--- src/rtl/bt656_pkg.sv ---
// Shared constants, counter widths and tracker state encoding for the
// BT.656 525/60 active-video tracker.
package bt656_pkg;
    localparam int unsigned LINE_SAMPLES   = 1716;
    localparam int unsigned ACTIVE_SAMPLES = 1440;
    localparam int unsigned ACTIVE_LINES   = 244;
    localparam int unsigned LOCK_LINES     = 4;
    localparam int unsigned ERR_LIMIT      = 3;

    localparam int unsigned DATA_W = 10;
    localparam int unsigned CNT_W  = 11;
    localparam int unsigned LINE_W = 10;

    typedef enum logic [1:0] {
        SEARCH  = 2'd0,
        ACQUIRE = 2'd1,
        LOCKED  = 2'd2
    } tracker_state_e;

    // Increment that sticks at all-ones instead of wrapping.
    function automatic logic [CNT_W-1:0] sat_inc(input logic [CNT_W-1:0] v);
        return (v == '1) ? v : v + CNT_W'(1);
    endfunction
endpackage

--- src/rtl/bt656_active_tracker_if.sv ---
// Video input (word + H/V/F levels) and tagged active-video output bundle.
interface bt656_active_tracker_if
    import bt656_pkg::*;
();
    logic [DATA_W-1:0] bt_656;
    logic              H;
    logic              V;
    logic              F;
    logic [DATA_W-1:0] data_out;
    logic              data_valid;
    logic [CNT_W-1:0]  sample_idx;
    logic [LINE_W-1:0] line_idx;
    logic              field;
    logic              line_start;
    logic              frame_start;
    logic              locked;
    logic              line_err;

    modport master (
        output bt_656, H, V, F,
        input  data_out, data_valid, sample_idx, line_idx, field,
               line_start, frame_start, locked, line_err
    );

    modport slave (
        input  bt_656, H, V, F,
        output data_out, data_valid, sample_idx, line_idx, field,
               line_start, frame_start, locked, line_err
    );
endinterface

--- src/rtl/bt656_line_checker.sv ---
// Per-line word counters and the good/bad line verdict taken at each H rise.
module bt656_line_checker
    import bt656_pkg::*;
#(
    parameter int unsigned LINE_SAMPLES   = bt656_pkg::LINE_SAMPLES,
    parameter int unsigned ACTIVE_SAMPLES = bt656_pkg::ACTIVE_SAMPLES
) (
    input  logic             clk,
    input  logic             reset_n,
    input  logic             H,
    output logic             h_rise,
    output logic             h_fall,
    output logic             line_good,
    output logic [CNT_W-1:0] act_cnt
);
    logic             h_prev_q, h_prev_d;
    logic [CNT_W-1:0] tot_cnt_q, tot_cnt_d;
    logic [CNT_W-1:0] act_cnt_q, act_cnt_d;

    // act_cnt_q counts active words already seen, so the falling-edge word
    // loads 1 and the count equals the line's active width at the next H rise.
    always_comb begin
        h_prev_d  = H;
        h_rise    = H && !h_prev_q;
        h_fall    = !H && h_prev_q;
        tot_cnt_d = h_rise ? '0 : sat_inc(tot_cnt_q);
        act_cnt_d = act_cnt_q;
        if (h_fall) begin
            act_cnt_d = CNT_W'(1);
        end else if (!H) begin
            act_cnt_d = sat_inc(act_cnt_q);
        end
        line_good = (32'(tot_cnt_q) + 32'd1 == LINE_SAMPLES) &&
                    (32'(act_cnt_q) == ACTIVE_SAMPLES);
    end

    assign act_cnt = act_cnt_q;

    // h_prev resets high so a release during blanking is not seen as an H rise.
    always_ff @(posedge clk or negedge reset_n) begin
        if (!reset_n) begin
            h_prev_q  <= 1'b1;
            tot_cnt_q <= '0;
            act_cnt_q <= '0;
        end else begin
            h_prev_q  <= h_prev_d;
            tot_cnt_q <= tot_cnt_d;
            act_cnt_q <= act_cnt_d;
        end
    end
endmodule

--- src/rtl/bt656_active_tracker.sv ---
// Tracks 525/60 raster lock and emits registered active-video words tagged
// with sample index, active-line index and field.
module bt656_active_tracker
    import bt656_pkg::*;
#(
    parameter int unsigned LINE_SAMPLES   = bt656_pkg::LINE_SAMPLES,
    parameter int unsigned ACTIVE_SAMPLES = bt656_pkg::ACTIVE_SAMPLES,
    parameter int unsigned ACTIVE_LINES   = bt656_pkg::ACTIVE_LINES,
    parameter int unsigned LOCK_LINES     = bt656_pkg::LOCK_LINES,
    parameter int unsigned ERR_LIMIT      = bt656_pkg::ERR_LIMIT
) (
    input  logic                    clk,
    input  logic                    reset_n,
    bt656_active_tracker_if.slave   bus
);
    localparam int unsigned GOOD_W = $clog2(LOCK_LINES + 1);
    localparam int unsigned ERR_W  = $clog2(ERR_LIMIT + 1);

    tracker_state_e    state_q, state_d;
    logic [GOOD_W-1:0] good_cnt_q, good_cnt_d;
    logic [ERR_W-1:0]  err_cnt_q, err_cnt_d;
    logic              v_prev_q, v_prev_d;
    logic [LINE_W-1:0] line_idx_q, line_idx_d;
    logic [DATA_W-1:0] data_out_q, data_out_d;
    logic [CNT_W-1:0]  sample_idx_q, sample_idx_d;
    logic              data_valid_q, data_valid_d;
    logic              field_q, field_d;
    logic              line_start_q, line_start_d;
    logic              frame_start_q, frame_start_d;
    logic              locked_q, locked_d;
    logic              line_err_q, line_err_d;

    logic              h_rise, h_fall, line_good;
    logic [CNT_W-1:0]  act_cnt;

    bt656_line_checker #(
        .LINE_SAMPLES  (LINE_SAMPLES),
        .ACTIVE_SAMPLES(ACTIVE_SAMPLES)
    ) u_checker (
        .clk      (clk),
        .reset_n  (reset_n),
        .H        (bus.H),
        .h_rise   (h_rise),
        .h_fall   (h_fall),
        .line_good(line_good),
        .act_cnt  (act_cnt)
    );

    // Lock FSM; a rise seen in SEARCH only arms the check for the next line.
    always_comb begin
        state_d    = state_q;
        good_cnt_d = good_cnt_q;
        err_cnt_d  = err_cnt_q;
        line_err_d = 1'b0;
        if (h_rise) begin
            unique case (state_q)
                SEARCH: begin
                    state_d    = ACQUIRE;
                    good_cnt_d = '0;
                    err_cnt_d  = '0;
                end
                ACQUIRE: begin
                    line_err_d = !line_good;
                    if (!line_good) begin
                        good_cnt_d = '0;
                    end else if (32'(good_cnt_q) + 32'd1 == LOCK_LINES) begin
                        state_d    = LOCKED;
                        good_cnt_d = '0;
                        err_cnt_d  = '0;
                    end else begin
                        good_cnt_d = good_cnt_q + GOOD_W'(1);
                    end
                end
                LOCKED: begin
                    line_err_d = !line_good;
                    if (line_good) begin
                        err_cnt_d = '0;
                    end else if (32'(err_cnt_q) + 32'd1 == ERR_LIMIT) begin
                        state_d    = SEARCH;
                        err_cnt_d  = '0;
                        good_cnt_d = '0;
                    end else begin
                        err_cnt_d = err_cnt_q + ERR_W'(1);
                    end
                end
                default: state_d = SEARCH;
            endcase
        end
    end

    always_comb begin
        v_prev_d   = bus.V;
        line_idx_d = line_idx_q;
        if (!bus.V && v_prev_q) begin
            line_idx_d = '0;
        end else if (h_rise && !bus.V && (32'(line_idx_q) < ACTIVE_LINES - 1)) begin
            line_idx_d = line_idx_q + LINE_W'(1);
        end

        if (h_fall) begin
            sample_idx_d = '0;
        end else if (32'(act_cnt) > ACTIVE_SAMPLES - 1) begin
            sample_idx_d = CNT_W'(ACTIVE_SAMPLES - 1);
        end else begin
            sample_idx_d = act_cnt;
        end

        data_out_d    = bus.bt_656;
        field_d       = bus.F;
        locked_d      = (state_q == LOCKED);
        data_valid_d  = locked_d && !bus.H && !bus.V;
        line_start_d  = data_valid_d && (sample_idx_d == '0);
        frame_start_d = line_start_d && (line_idx_d == '0) && !bus.F;
    end

    always_ff @(posedge clk or negedge reset_n) begin
        if (!reset_n) begin
            state_q       <= SEARCH;
            good_cnt_q    <= '0;
            err_cnt_q     <= '0;
            v_prev_q      <= 1'b1;
            line_idx_q    <= '0;
            data_out_q    <= '0;
            sample_idx_q  <= '0;
            data_valid_q  <= 1'b0;
            field_q       <= 1'b0;
            line_start_q  <= 1'b0;
            frame_start_q <= 1'b0;
            locked_q      <= 1'b0;
            line_err_q    <= 1'b0;
        end else begin
            state_q       <= state_d;
            good_cnt_q    <= good_cnt_d;
            err_cnt_q     <= err_cnt_d;
            v_prev_q      <= v_prev_d;
            line_idx_q    <= line_idx_d;
            data_out_q    <= data_out_d;
            sample_idx_q  <= sample_idx_d;
            data_valid_q  <= data_valid_d;
            field_q       <= field_d;
            line_start_q  <= line_start_d;
            frame_start_q <= frame_start_d;
            locked_q      <= locked_d;
            line_err_q    <= line_err_d;
        end
    end

    assign bus.data_out    = data_out_q;
    assign bus.data_valid  = data_valid_q;
    assign bus.sample_idx  = sample_idx_q;
    assign bus.line_idx    = line_idx_q;
    assign bus.field       = field_q;
    assign bus.line_start  = line_start_q;
    assign bus.frame_start = frame_start_q;
    assign bus.locked      = locked_q;
    assign bus.line_err    = line_err_q;
endmodule
--- src/flat_wrapper.sv ---
// flat-port wrapper written by rule: the top's interface ports become plain ports
module bt656_active_tracker_flat import bt656_pkg::*;
#(
    parameter int unsigned LINE_SAMPLES   = bt656_pkg::LINE_SAMPLES,
    parameter int unsigned ACTIVE_SAMPLES = bt656_pkg::ACTIVE_SAMPLES,
    parameter int unsigned ACTIVE_LINES   = bt656_pkg::ACTIVE_LINES,
    parameter int unsigned LOCK_LINES     = bt656_pkg::LOCK_LINES,
    parameter int unsigned ERR_LIMIT      = bt656_pkg::ERR_LIMIT
)
  (clk, reset_n, bus_bt_656, bus_H, bus_V, bus_F, bus_data_out, bus_data_valid, bus_sample_idx, bus_line_idx, bus_field, bus_line_start, bus_frame_start, bus_locked, bus_line_err);
  bt656_active_tracker_if bus_i ();
  input  logic clk;
  input  logic reset_n;
  input wire logic [$bits(bus_i.bt_656)-1:0] bus_bt_656;
  input wire logic [$bits(bus_i.H)-1:0] bus_H;
  input wire logic [$bits(bus_i.V)-1:0] bus_V;
  input wire logic [$bits(bus_i.F)-1:0] bus_F;
  output wire logic [$bits(bus_i.data_out)-1:0] bus_data_out;
  output wire logic [$bits(bus_i.data_valid)-1:0] bus_data_valid;
  output wire logic [$bits(bus_i.sample_idx)-1:0] bus_sample_idx;
  output wire logic [$bits(bus_i.line_idx)-1:0] bus_line_idx;
  output wire logic [$bits(bus_i.field)-1:0] bus_field;
  output wire logic [$bits(bus_i.line_start)-1:0] bus_line_start;
  output wire logic [$bits(bus_i.frame_start)-1:0] bus_frame_start;
  output wire logic [$bits(bus_i.locked)-1:0] bus_locked;
  output wire logic [$bits(bus_i.line_err)-1:0] bus_line_err;
  assign bus_i.bt_656 = bus_bt_656;
  assign bus_i.H = bus_H;
  assign bus_i.V = bus_V;
  assign bus_i.F = bus_F;
  assign bus_data_out = bus_i.data_out;
  assign bus_data_valid = bus_i.data_valid;
  assign bus_sample_idx = bus_i.sample_idx;
  assign bus_line_idx = bus_i.line_idx;
  assign bus_field = bus_i.field;
  assign bus_line_start = bus_i.line_start;
  assign bus_frame_start = bus_i.frame_start;
  assign bus_locked = bus_i.locked;
  assign bus_line_err = bus_i.line_err;
  bt656_active_tracker #(.LINE_SAMPLES(LINE_SAMPLES), .ACTIVE_SAMPLES(ACTIVE_SAMPLES), .ACTIVE_LINES(ACTIVE_LINES), .LOCK_LINES(LOCK_LINES), .ERR_LIMIT(ERR_LIMIT)) u_core (.clk(clk), .reset_n(reset_n), .bus(bus_i));
endmodule
--- config.mk ---
export PLATFORM = sky130hd
export DESIGN_NAME = bt656_active_tracker_flat
export DESIGN_NICKNAME = d
export VERILOG_FILES = /design/src/rtl/bt656_pkg.sv /design/src/rtl/bt656_active_tracker_if.sv /design/src/rtl/bt656_line_checker.sv /design/src/rtl/bt656_active_tracker.sv /design/src/flat_wrapper.sv
export SDC_FILE = /design/constraint.sdc
export NUM_CORES = 1
export LEC_CHECK = 0
export CAP_MARGIN = 20
export CORE_UTILIZATION = 33
export DETAILED_ROUTE_END_ITERATION = 10
export SETUP_SLACK_MARGIN = 0.05
export SLEW_MARGIN = 20
export SYNTH_ARGS = -nofsm -noshare
export SYNTH_HDL_FRONTEND = slang
export SYNTH_HIERARCHICAL = 1
export SYNTH_SLANG_ARGS = --single-unit
--- constraint.sdc ---
create_clock -name clk -period 6.27 [get_ports clk]
set_clock_uncertainty 0.2 [all_clocks]
set_input_delay 1.254 -clock clk [delete_from_list [all_inputs] [get_ports clk]]
set_output_delay 1.254 -clock clk [all_outputs]
set_load 0.02 [all_outputs]
==> impl_metrics.py, run 1 <==
metrics = {
    "finish": {
        "n_antenna_cell": 0,
        "fin_nets": 369,
        "design_area_mm2": 0.00402,
        "area_growth_pct": 27.6,
        "fin_cells": 478,
        "fin_util_pct": 43.5,
        "drive_gt1_share_pct": 8.60,
    },
    "power_and_ir_drop": {
        "leakagePower_nw": 1.73,
        "p_total_mw": 1.03,
        "p_per_area_mw_per_mm2": 257,
        "peakVddDrop_mv": 0.191,
    },
    "floorplanning": {
        "ioPinCount": 52,
        "dieArea_mm2": 0.00993,
        "die_y_um": 99.7,
        "die_w_um": 99.7,
        "rows": 35,
        "start_util_pct": 34.1,
        "core_mm2": 0.00924,
    },
    "global_routing": {
        "grt_max_degree": 69,
        "antenna_found_initial": 0,
        "grt_pass1_vias": 2301,
        "grt_pass1_wl_mm": 11.3,
        "grt_usage_pct": 14.5,
        "grt_overflow": 0,
    },
    "run": {
        "maxCapViolations": 0,
    },
    "clock_tree": {
        "cts_sinks": 68,
        "cts_max_level": 3,
        "post_cts_resized": 0,
        "clock_latency_ns": 0.34,
        "cts_tree": "yes",
        "clk_pin_slew_ns": 0.08,
        "hold_buffers": 0,
        "numCtsBuffers": 9,
        "root_buffer": "clkbuf_8",
        "cts_setup_buffers": 0,
        "clockBufferDepth": 2,
    },
    "sta": {
        "finalHoldViolations": 0,
        "setup_violations": 0,
        "finalSetupTns_ns": 0,
        "fin_crit_sh_pct": 59.1,
        "clock.fmax_ghz": 0.270,
        "hold_ws_ns": 0.336,
        "relSlewSlack_pct": 31.7,
        "setup_ws_ns": 2.56,
        "rsz0062_at_grt": "no",
        "slew_viol_final": 0,
        "worst_pin_slew_ns": 1.02,
        "layout_min_cycle_time_ns": 3.71,
    },
    "placement": {
        "portBuffers": 51,
        "placed_cells": 462,
        "dpl_cell_area_mm2": 0.00379,
        "gp_congestion": 0.815,
        "dp_slack_ns": 2.21,
        "dp_hpwl_mm": 4.53,
    },
    "yosys": {
        "ys_seq_area_share_pct": 54.2,
        "ys.flop_type": "dfrtp_1",
        "synth-seq-cells": 68,
        "ys.warnings.count": 6,
        "synth_cell_types": 63,
        "synthesis.area_mm2": 0.00315,
        "postSynthNetCount": 314,
        "synth_edf_count": 0,
        "avgSynthCellArea_um2": 10.9,
        "async_reset_ff_share_pct": 100,
        "syn_inst": 289,
    },
    "worst_setup_path": {
        "end_kind": "register",
        "critical-path-max-stage-delay_ns": 0.72,
        "path_cells": "clkdlybuf4s50_1 -> nand2b_1 -> clkinv_1 -> nor4b_4 -> and4_4 -> mux2_4 -> o21ai_1 -> nor4b_2",
        "path_class": "primary input to register",
        "cp.arrival_ns": 3.75,
        "critPathSlowestCell": "clkdlybuf4s50_1",
        "critical_path_required_ns": 6.32,
        "start_kind": "primary input",
        "crit_fanout": 13,
    },
    "routing": {
        "first_pass_iters": 4,
        "drc": 0,
        "first_iter_violations": 87,
        "vias": 2410,
        "finalWirelength_mm": 6.65,
        "wl_per_cell_um": 13.9,
        "ant_nets": 0,
        "viasPerCell": 5.04,
    },
    "min_path": {
        "worstHoldPathType": "register to register",
    },
    "run_status": {
        "status": "complete, no violations",
    },
}
-- where the power goes --
group / total [mW] / switching [mW] / internal, mW
sequential: 0.499 / 0.0325 / 0.466
combinational: 0.131 / 0.0695 / 0.0615
clock: 0.401 / 0.165 / 0.236
total: 1.03 / 0.267 / 0.764
-- cell families after synthesis --
group	after synthesis	synth area share, %
simple gates	118	21.7
flops	68	54.2
compound gates	58	12.7
buf+inv	18	2.23
xor+xnor	11	3.06
fa+ha+maj	10	3.98
mux	6	2.19
-- final cells by class --
cell class              instances  area, um2
fillers                       880       5230
flip-flops and latches         68       1700
clock buffers                  11        141
repair buffers                 52        513
well taps                     129        161
inverters                      10       37.5
clock inverters                 5       85.1
multi-input cells             203       1370
-- synthesized netlist by cell type, types with 6 or more instances --
library cell / number / share of area, %
dfrtp_1: 66 / 52
nor2_1: 38 / 4.5
nor3_1: 11 / 1.7
ha_1: 10 / 4.0
o21ai_1: 10 / 1.6
inv_1: 9 / 1.1
nand3_1: 9 / 1.4
a31oi_1: 8 / 1.6
nor2b_1: 8 / 1.6
nand2_1: 7 / 0.84
a21oi_1: 6 / 0.95
clkbuf_1: 6 / 0.72
o21ai_0: 6 / 0.95
xor2_1: 6 / 1.7
-- worst max-delay path: cells and delay by family --
| family | cells | cell delay [ns] |
|---|---|---|
| buffers and inverters | 2 | 0.96 |
| multiplexers | 1 | 0.30 |
| AO/OA/AOI/OAI | 1 | 0.11 |
| AND/OR/NAND/NOR | 4 | 1.12 |
-- placed cells by master (no fill, tap or decap), types with 3 or more instances in the layout --
master,count
and4_1,4
and3_1,4
clkbuf_8,10
dfrtp_1,66
nor2_1,38
nand4_1,5
ha_1,10
xnor2_1,5
o41ai_1,5
a21oi_1,6
nor3_1,11
xor2_1,6
nor4_1,4
and2_1,5
o21ai_0,6
nand2_1,7
a22o_1,5
clkdlybuf4s50_1,50
nor2b_1,8
inv_1,9
nand2b_1,3
o21ai_1,10
a31oi_1,8
nand3_1,9
-- layer usage --
layer	share of wire, %	up-vias	GRT usage, %	routed length [um]
met4	0.90	0	3.62	60
met5	0	-	0	0
li1	-	1162	-	-
met3	4.6	6	4.99	306
met2	46	62	22.5	3080
met1	48	1180	19.5	3200
-- flip-flops by register name, summed over array words and instances (netlist names), 2 cells and up --
register                    cells
u_core/bus.sample_idx          11
u_core/u_checker/act_cnt       11
u_core/u_checker/tot_cnt_q     11
u_core/bus.data_out            10
u_core/bus.line_idx            10
u_core/good_cnt_q               3
u_core/err_cnt_q                2
u_core/state_q                  2
-- path summary, 6_finish.rpt --
| check | slack, ns | startpoint | to | cells past startpoint |
|---|---|---|---|---|
| min reg2reg | 0.34 | u_core/err_cnt_q[1] | u_core/err_cnt_q[1] | 1 |
| max reg2reg | 2.79 | u_core/u_checker/act_cnt[6] | u_core/state_q[0] | 8 |
| min in group asynchronous | 0.89 | reset_n | u_core/bus.sample_idx[5] | 2 |
| max in group asynchronous | 4.42 | reset_n | u_core/good_cnt_q[1] | 2 |
| max | 2.56 | bus_H | u_core/bus.frame_start | 8 |
| min | 0.34 | u_core/err_cnt_q[1] | u_core/err_cnt_q[1] | 1 |
Power figures use the tool's default switching activity.
==> inputs of run 2 (changes only) <==
clock period = 3.5 ns   (was 6.27 ns; I/O delays follow)
==> run 2 against run 1 <==
  * Final cell count up 1.5%
  * Combinational power grew 92%
  * Clock power up 63%
  * Global-route usage decreased by 0.12 points
  * Critical path type is now register to register
  * Count of clock-buffer cells in the layout shrank 2
==> impl_metrics.py, run 2 (synthesis results as in run 1) <==
metrics = {
    "power_and_ir_drop": {
        "p_clk_share_pct": 36.4,
        "p_per_area_mw_per_mm2": 443,
        "comb_power_share_pct": 14.1,
        "p_sw_share_pct": 28.2,
        "peakVddDrop_mv": 0.204,
        "power_frac_seq_pct": 49.5,
        "switchingPower_mw": 0.504,
        "p_int_mw": 1.28,
        "leakagePower_nw": 1.75,
    },
    "routing": {
        "vias": 2390,
        "first_iter_violations": 142,
        "finalWirelength_mm": 6.53,
        "ant_nets": 0,
        "first_pass_iters": 4,
        "viasPerCell": 4.93,
        "wl_per_cell_um": 13.5,
        "drc": 0,
    },
    "global_routing": {
        "grt_usage_pct": 14.4,
        "grt_pass1_vias": 2288,
        "grt_overflow": 0,
        "grt_pass1_wl_mm": 11.1,
        "antenna_found_initial": 0,
        "grt_max_degree": 69,
    },
    "floorplanning": {
        "die_y_um": 99.7,
        "core_mm2": 0.00924,
        "die_w_um": 99.7,
        "start_util_pct": 34.1,
        "ioPinCount": 52,
        "dieArea_mm2": 0.00993,
        "rows": 35,
    },
    "worst_setup_path": {
        "crit_buf_inv": 2,
        "critPathTopFamily": "simple AND/OR/NAND/NOR gates",
        "r2r-start": "u_core/u_checker/act_cnt[0]",
        "path_class": "register to register",
        "cp.depth": 10,
        "cp.arrival_ns": 3.24,
        "start_kind": "register",
        "reg2reg_to": "u_core/state_q[0]",
        "end_kind": "register",
        "crit_top_cell": "inv_1",
        "critPathSlowestCell": "dfrtp_1",
        "reg2regPathDepth": 10,
        "r2r_setup_slack_ns": 0.29,
        "path_cells": "inv_1 -> ha_1 -> or3b_2 -> nor4_1 -> o2111ai_1 -> nor4_2 -> inv_1 -> o31ai_1 -> nor2b_1 -> mux2_1",
        "critical_path_required_ns": 3.53,
        "crit_fanout": 8,
        "critical-path-max-stage-delay_ns": 0.46,
    },
    "clock_tree": {
        "clockBufferDepth": 2,
        "post_cts_resized": 0,
        "cts_max_level": 3,
        "cts_setup_buffers": 0,
        "cts_tree": "yes",
        "clk_pin_slew_ns": 0.08,
        "cts_sinks": 68,
        "clock_latency_ns": 0.35,
        "root_buffer": "clkbuf_8",
        "numCtsBuffers": 9,
        "hold_buffers": 0,
    },
    "sta": {
        "finalSetupTns_ns": 0,
        "finalHoldViolations": 0,
        "setup_violations": 0,
        "hold_ws_ns": 0.316,
        "worst_pin_slew_ns": 0.864,
        "rsz0062_at_grt": "no",
        "clock.fmax_ghz": 0.311,
        "relSlewSlack_pct": 42.4,
        "fin_crit_sh_pct": 91.8,
        "slew_viol_final": 0,
        "layout_min_cycle_time_ns": 3.21,
    },
    "run": {
        "maxCapViolations": 0,
    },
    "run_status": {
        "status": "complete, no violations",
    },
    "finish": {
        "sequential_cell_area_mm2": 0.00170,
        "final_common_cell": "dfrtp_1",
        "multiInputGateArea_mm2": 0.00137,
        "n_antenna_cell": 0,
        "drive_gt1_share_pct": 10.7,
        "area_growth_pct": 28.4,
        "fillers": 886,
        "design_area_mm2": 0.00404,
        "layout_common_cells": "66 x dfrtp_1, 50 x clkdlybuf4s50_1, 38 x nor2_1",
        "fin_util_pct": 43.7,
        "fin_nets": 376,
    },
    "min_path": {
        "worstHoldPathType": "primary input to asynchronous set/reset pin",
    },
    "placement": {
        "portBuffers": 51,
        "gp_congestion": 0.844,
        "dpl_cell_area_mm2": 0.00384,
        "dp_hpwl_mm": 4.45,
    },
}
## run 2: cell count changes in the layout (fill, tap and decap cells not counted)
| cell | change |
|---|---|
| buf_4 | +7 |
| clkinv_2 | +1 |
| clkbuf_1 | -1 |
| clkbuf_8 | -1 |
| inv_6 | +1 |
| clkinvlp_4 | +1 |
| bufinv_16 | -1 |
## run 2: through the flow
stage,setup WS [ns],power (mW),instances
2_1_floorplan,0.579,1.03,289
3_3_place_gp,0.282,1.15,469
3_5_place_dp,0.222,1.15,469
4_1_cts,0.190,1.81,485
5_1_grt,0.0846,1.89,485
6_report,0.287,1.79,485
## run 2: final cells by class
| type | instances | share of cell area [%] |
|---|---|---|
| clock buffers | 9 | 3.07 |
| well taps | 129 | 3.99 |
| inverters | 10 | 0.929 |
| flip-flops and latches | 68 | 42.2 |
| clock inverters | 7 | 1.89 |
| repair buffers | 59 | 14.0 |
| multi-input cells | 203 | 34.0 |
## run 2: worst max path at each step
stage | from | end | slack, ns
after global placement | u_core/u_checker/act_cnt[0] | u_core/state_q[0] | 0.28
after floorplan | u_core/u_checker/act_cnt[6] | u_core/state_q[0] | 0.58
after detailed placement | u_core/u_checker/act_cnt[0] | u_core/state_q[0] | 0.22
after CTS | u_core/u_checker/act_cnt[0] | u_core/state_q[0] | 0.19
after global routing | u_core/u_checker/act_cnt[0] | u_core/state_q[0] | 0.08
final | u_core/u_checker/act_cnt[0] | u_core/state_q[0] | 0.29
## run 2: routing by layer
layer	up-vias	share of wire [%]	global-route usage (%)
met5	-	0	0
met4	0	0.87	5.09
met3	7	5.2	4.99
met2	65	44	21.2
met1	1143	50	19.8
li1	1175	-	-
## run 2: power by group through the flow
stage / Clock [mW] / Combinational, mW / Sequential, mW
after floorplan: 0 / 0.118 / 0.916
after global placement: 0 / 0.251 / 0.898
after detailed placement: 0 / 0.253 / 0.900
after CTS: 0.676 / 0.254 / 0.885
after global routing: 0.716 / 0.282 / 0.892
final: 0.652 / 0.252 / 0.885
==> inputs of run 3 (changes only) <==
--- a/config.mk
+++ b/config.mk
@@ -14,3 +14,2 @@
 export SYNTH_HDL_FRONTEND = slang
-export SYNTH_HIERARCHICAL = 1
 export SYNTH_SLANG_ARGS = --single-unit
==> constraint.sdc (replaced) <==
create_clock -name clk -period 3.5 [get_ports clk]
set_clock_uncertainty 0.2 [all_clocks]
set_input_delay 0.875 -clock clk [delete_from_list [all_inputs] [get_ports clk]]
set_output_delay 0.875 -clock clk [all_outputs]
set_load 0.02 [all_outputs]
==> run 3 against run 2 <==
  * Cell area is essentially flat
  * Die area grew 0.81%
  * Largest power group unchanged
  * Critical path type is now primary input to register
  * Via count grew 2.4%
  * Sequential share of layout area is essentially flat
==> impl_metrics.py, run 3 <==
metrics = {
    "floorplanning": {
        "die_y_um": 100,
        "rows": 35,
        "dieArea_mm2": 0.0100,
        "start_util_pct": 34.2,
        "core_mm2": 0.00928,
        "die_w_um": 100,
        "ioPinCount": 52,
    },
    "sta": {
        "rsz0062_at_grt": "no",
        "fin_crit_sh_pct": 80.7,
        "slew_viol_final": 0,
        "clock.fmax_ghz": 0.354,
        "finalSetupTns_ns": 0,
        "relSlewSlack_pct": 48.6,
        "setup_violations": 0,
        "hold_ws_ns": 0.342,
        "finalHoldViolations": 0,
        "worst_pin_slew_ns": 0.770,
        "layout_min_cycle_time_ns": 2.83,
    },
    "power_and_ir_drop": {
        "p_per_area_mw_per_mm2": 459,
        "power_frac_seq_pct": 49.1,
        "comb_power_share_pct": 15.4,
        "p_clk_share_pct": 35.5,
        "switchingPower_mw": 0.507,
        "leakagePower_nw": 1.72,
        "p_sw_share_pct": 27.4,
        "p_int_mw": 1.34,
        "peakVddDrop_mv": 0.272,
    },
    "finish": {
        "fin_util_pct": 43.5,
        "fin_nets": 392,
        "multiInputGateArea_mm2": 0.00138,
        "design_area_mm2": 0.00404,
        "layout_common_cells": "66 x dfrtp_1, 50 x clkdlybuf4s50_1, 47 x nor2_1",
        "drive_gt1_share_pct": 7.80,
        "n_antenna_cell": 0,
        "final_common_cell": "dfrtp_1",
        "sequential_cell_area_mm2": 0.00170,
        "fillers": 893,
        "area_growth_pct": 27.3,
    },
    "worst_setup_path": {
        "reg2reg_to": "u_core.state_q[0]",
        "critical_path_required_ns": 3.54,
        "r2r_setup_slack_ns": 0.84,
        "start_kind": "primary input",
        "path_class": "primary input to register",
        "end_kind": "register",
        "crit_fanout": 6,
        "worstSetupEndpoint": "u_core.bus.frame_start",
        "crit_start": "bus_H",
        "r2r-start": "u_core.u_checker.tot_cnt_q[0]",
        "cp.arrival_ns": 2.86,
        "reg2regPathDepth": 7,
    },
    "clock_tree": {
        "clk_pin_slew_ns": 0.08,
        "cts_sinks": 68,
        "post_cts_resized": 0,
        "numCtsBuffers": 9,
        "cts_setup_buffers": 0,
        "cts_tree": "yes",
        "hold_buffers": 0,
        "cts_max_level": 3,
        "clockBufferDepth": 2,
        "root_buffer": "clkbuf_8",
        "clock_latency_ns": 0.34,
    },
    "yosys": {
        "synth_most_common_cell": "dfrtp_1",
        "ys_top_cells_by_count": "66 x dfrtp_1, 47 x nor2_1, 17 x nand2_1, 17 x o21ai_0",
        "synthesis.area_mm2": 0.00317,
        "synth-seq-cells": 68,
        "syn_inst": 314,
        "avgSynthCellArea_um2": 10.1,
        "ys.flop_type": "dfrtp_1",
        "ys_seq_area_share_pct": 53.7,
        "ys.warnings.count": 0,
        "async_reset_ff_share_pct": 100,
        "synth_area_leaders": "dfrtp_1 52%, nor2_1 5.6%, ha_1 3.9%",
        "synth_edf_count": 0,
        "synth_cell_types": 50,
        "postSynthNetCount": 339,
        "yosysTopAreaCell": "dfrtp_1",
        "synth_top_area_share_pct": 52.1,
    },
    "placement": {
        "dp_hpwl_mm": 4.65,
        "dpl_cell_area_mm2": 0.00384,
        "portBuffers": 51,
        "gp_congestion": 0.758,
    },
    "routing": {
        "finalWirelength_mm": 6.53,
        "wl_per_cell_um": 13.0,
        "drc": 0,
        "first_iter_violations": 97,
        "vias": 2447,
        "ant_nets": 0,
        "viasPerCell": 4.88,
        "first_pass_iters": 4,
    },
    "run": {
        "maxCapViolations": 0,
    },
    "global_routing": {
        "grt_pass1_vias": 2360,
        "grt_usage_pct": 14.2,
        "antenna_found_initial": 0,
        "grt_pass1_wl_mm": 11.2,
        "grt_overflow": 0,
        "grt_max_degree": 38,
    },
    "min_path": {
        "worstHoldPathType": "register to register",
    },
    "run_status": {
        "status": "complete, no violations",
    },
}
-- run 3: cell count changes in the layout (fill, tap and decap cells not counted), sizes merged, moves of 4 or more --
| cell | before | now |
|---|---|---|
| nand4 | 6 | 11 |
| or3 | 2 | 9 |
| o41ai | 5 | 0 |
| a21oi | 6 | 12 |
| a22o | 5 | 0 |
| and4 | 5 | 1 |
| nor2 | 38 | 47 |
| xor2 | 6 | 10 |
| nand2 | 7 | 17 |
-- run 3: worst min path at each step --
stage                                        startpoint                       endpoint  slack, ns  cells past startpoint
after floorplan           u_core.u_checker.tot_cnt_q[8]  u_core.u_checker.tot_cnt_q[8]       0.28                      1
after global placement    u_core.u_checker.tot_cnt_q[8]  u_core.u_checker.tot_cnt_q[8]       0.32                      1
after detailed placement  u_core.u_checker.tot_cnt_q[8]  u_core.u_checker.tot_cnt_q[8]       0.32                      1
after CTS                 u_core.u_checker.tot_cnt_q[8]  u_core.u_checker.tot_cnt_q[8]       0.33                      1
after global routing      u_core.u_checker.tot_cnt_q[8]  u_core.u_checker.tot_cnt_q[8]       0.37                      1
final                     u_core.u_checker.tot_cnt_q[8]  u_core.u_checker.tot_cnt_q[8]       0.34                      1
-- run 3: logic make-up after synthesis --
| family | share of synthesized area [%] |
|---|---|
| and+or+nand+nor | 22.4 |
| DFF | 53.7 |
| AOI/OAI and AO/OA | 10.2 |
| buffers and inverters | 2.88 |
| xor gates and xnor gates | 4.97 |
| adders and majority gates | 3.94 |
| muxes | 1.93 |
-- run 3: stage by stage --
step	worst slack, ns	total power, mW	std cells
after CTS	0.684	1.88	501
final	0.674	1.85	501
after global placement	0.412	1.20	485
after global routing	0.514	1.96	501
after detailed placement	0.326	1.21	485
after floorplan	1.04	1.09	314
-- run 3: per-layer routing --
layer  part of all wire [%]  global-route usage [%]
met1                     47                    18.4
met2                     48                    23.3
met3                    3.5                    4.32
met4                    1.0                    4.01
met5                      0                       0
-- run 3: cell type report --
type,instances,share of cell area [%]
well taps,129,4.00
multi-input cells,222,34.1
inverters,10,0.929
clock inverters,4,1.18
repair buffers,56,13.8
clock buffers,12,3.84
flip-flops and latches,68,42.2
-- run 3: power by group through the flow --
stage	clock network, mW	logic, mW	registers [mW]
final	0.657	0.286	0.909
after global routing	0.714	0.322	0.920
after CTS	0.678	0.290	0.909
after detailed placement	0	0.288	0.924
after global placement	0	0.281	0.920
after floorplan	0	0.170	0.924
-- run 3: worst max-delay path: stages --
cell,delay [ns]
clkdlybuf4s50_1,0.61
nor2b_1,0.24
nand4_1,0.19
or3_1,0.47
mux2i_1,0.19
a31oi_1,0.10
nor4_1,0.18
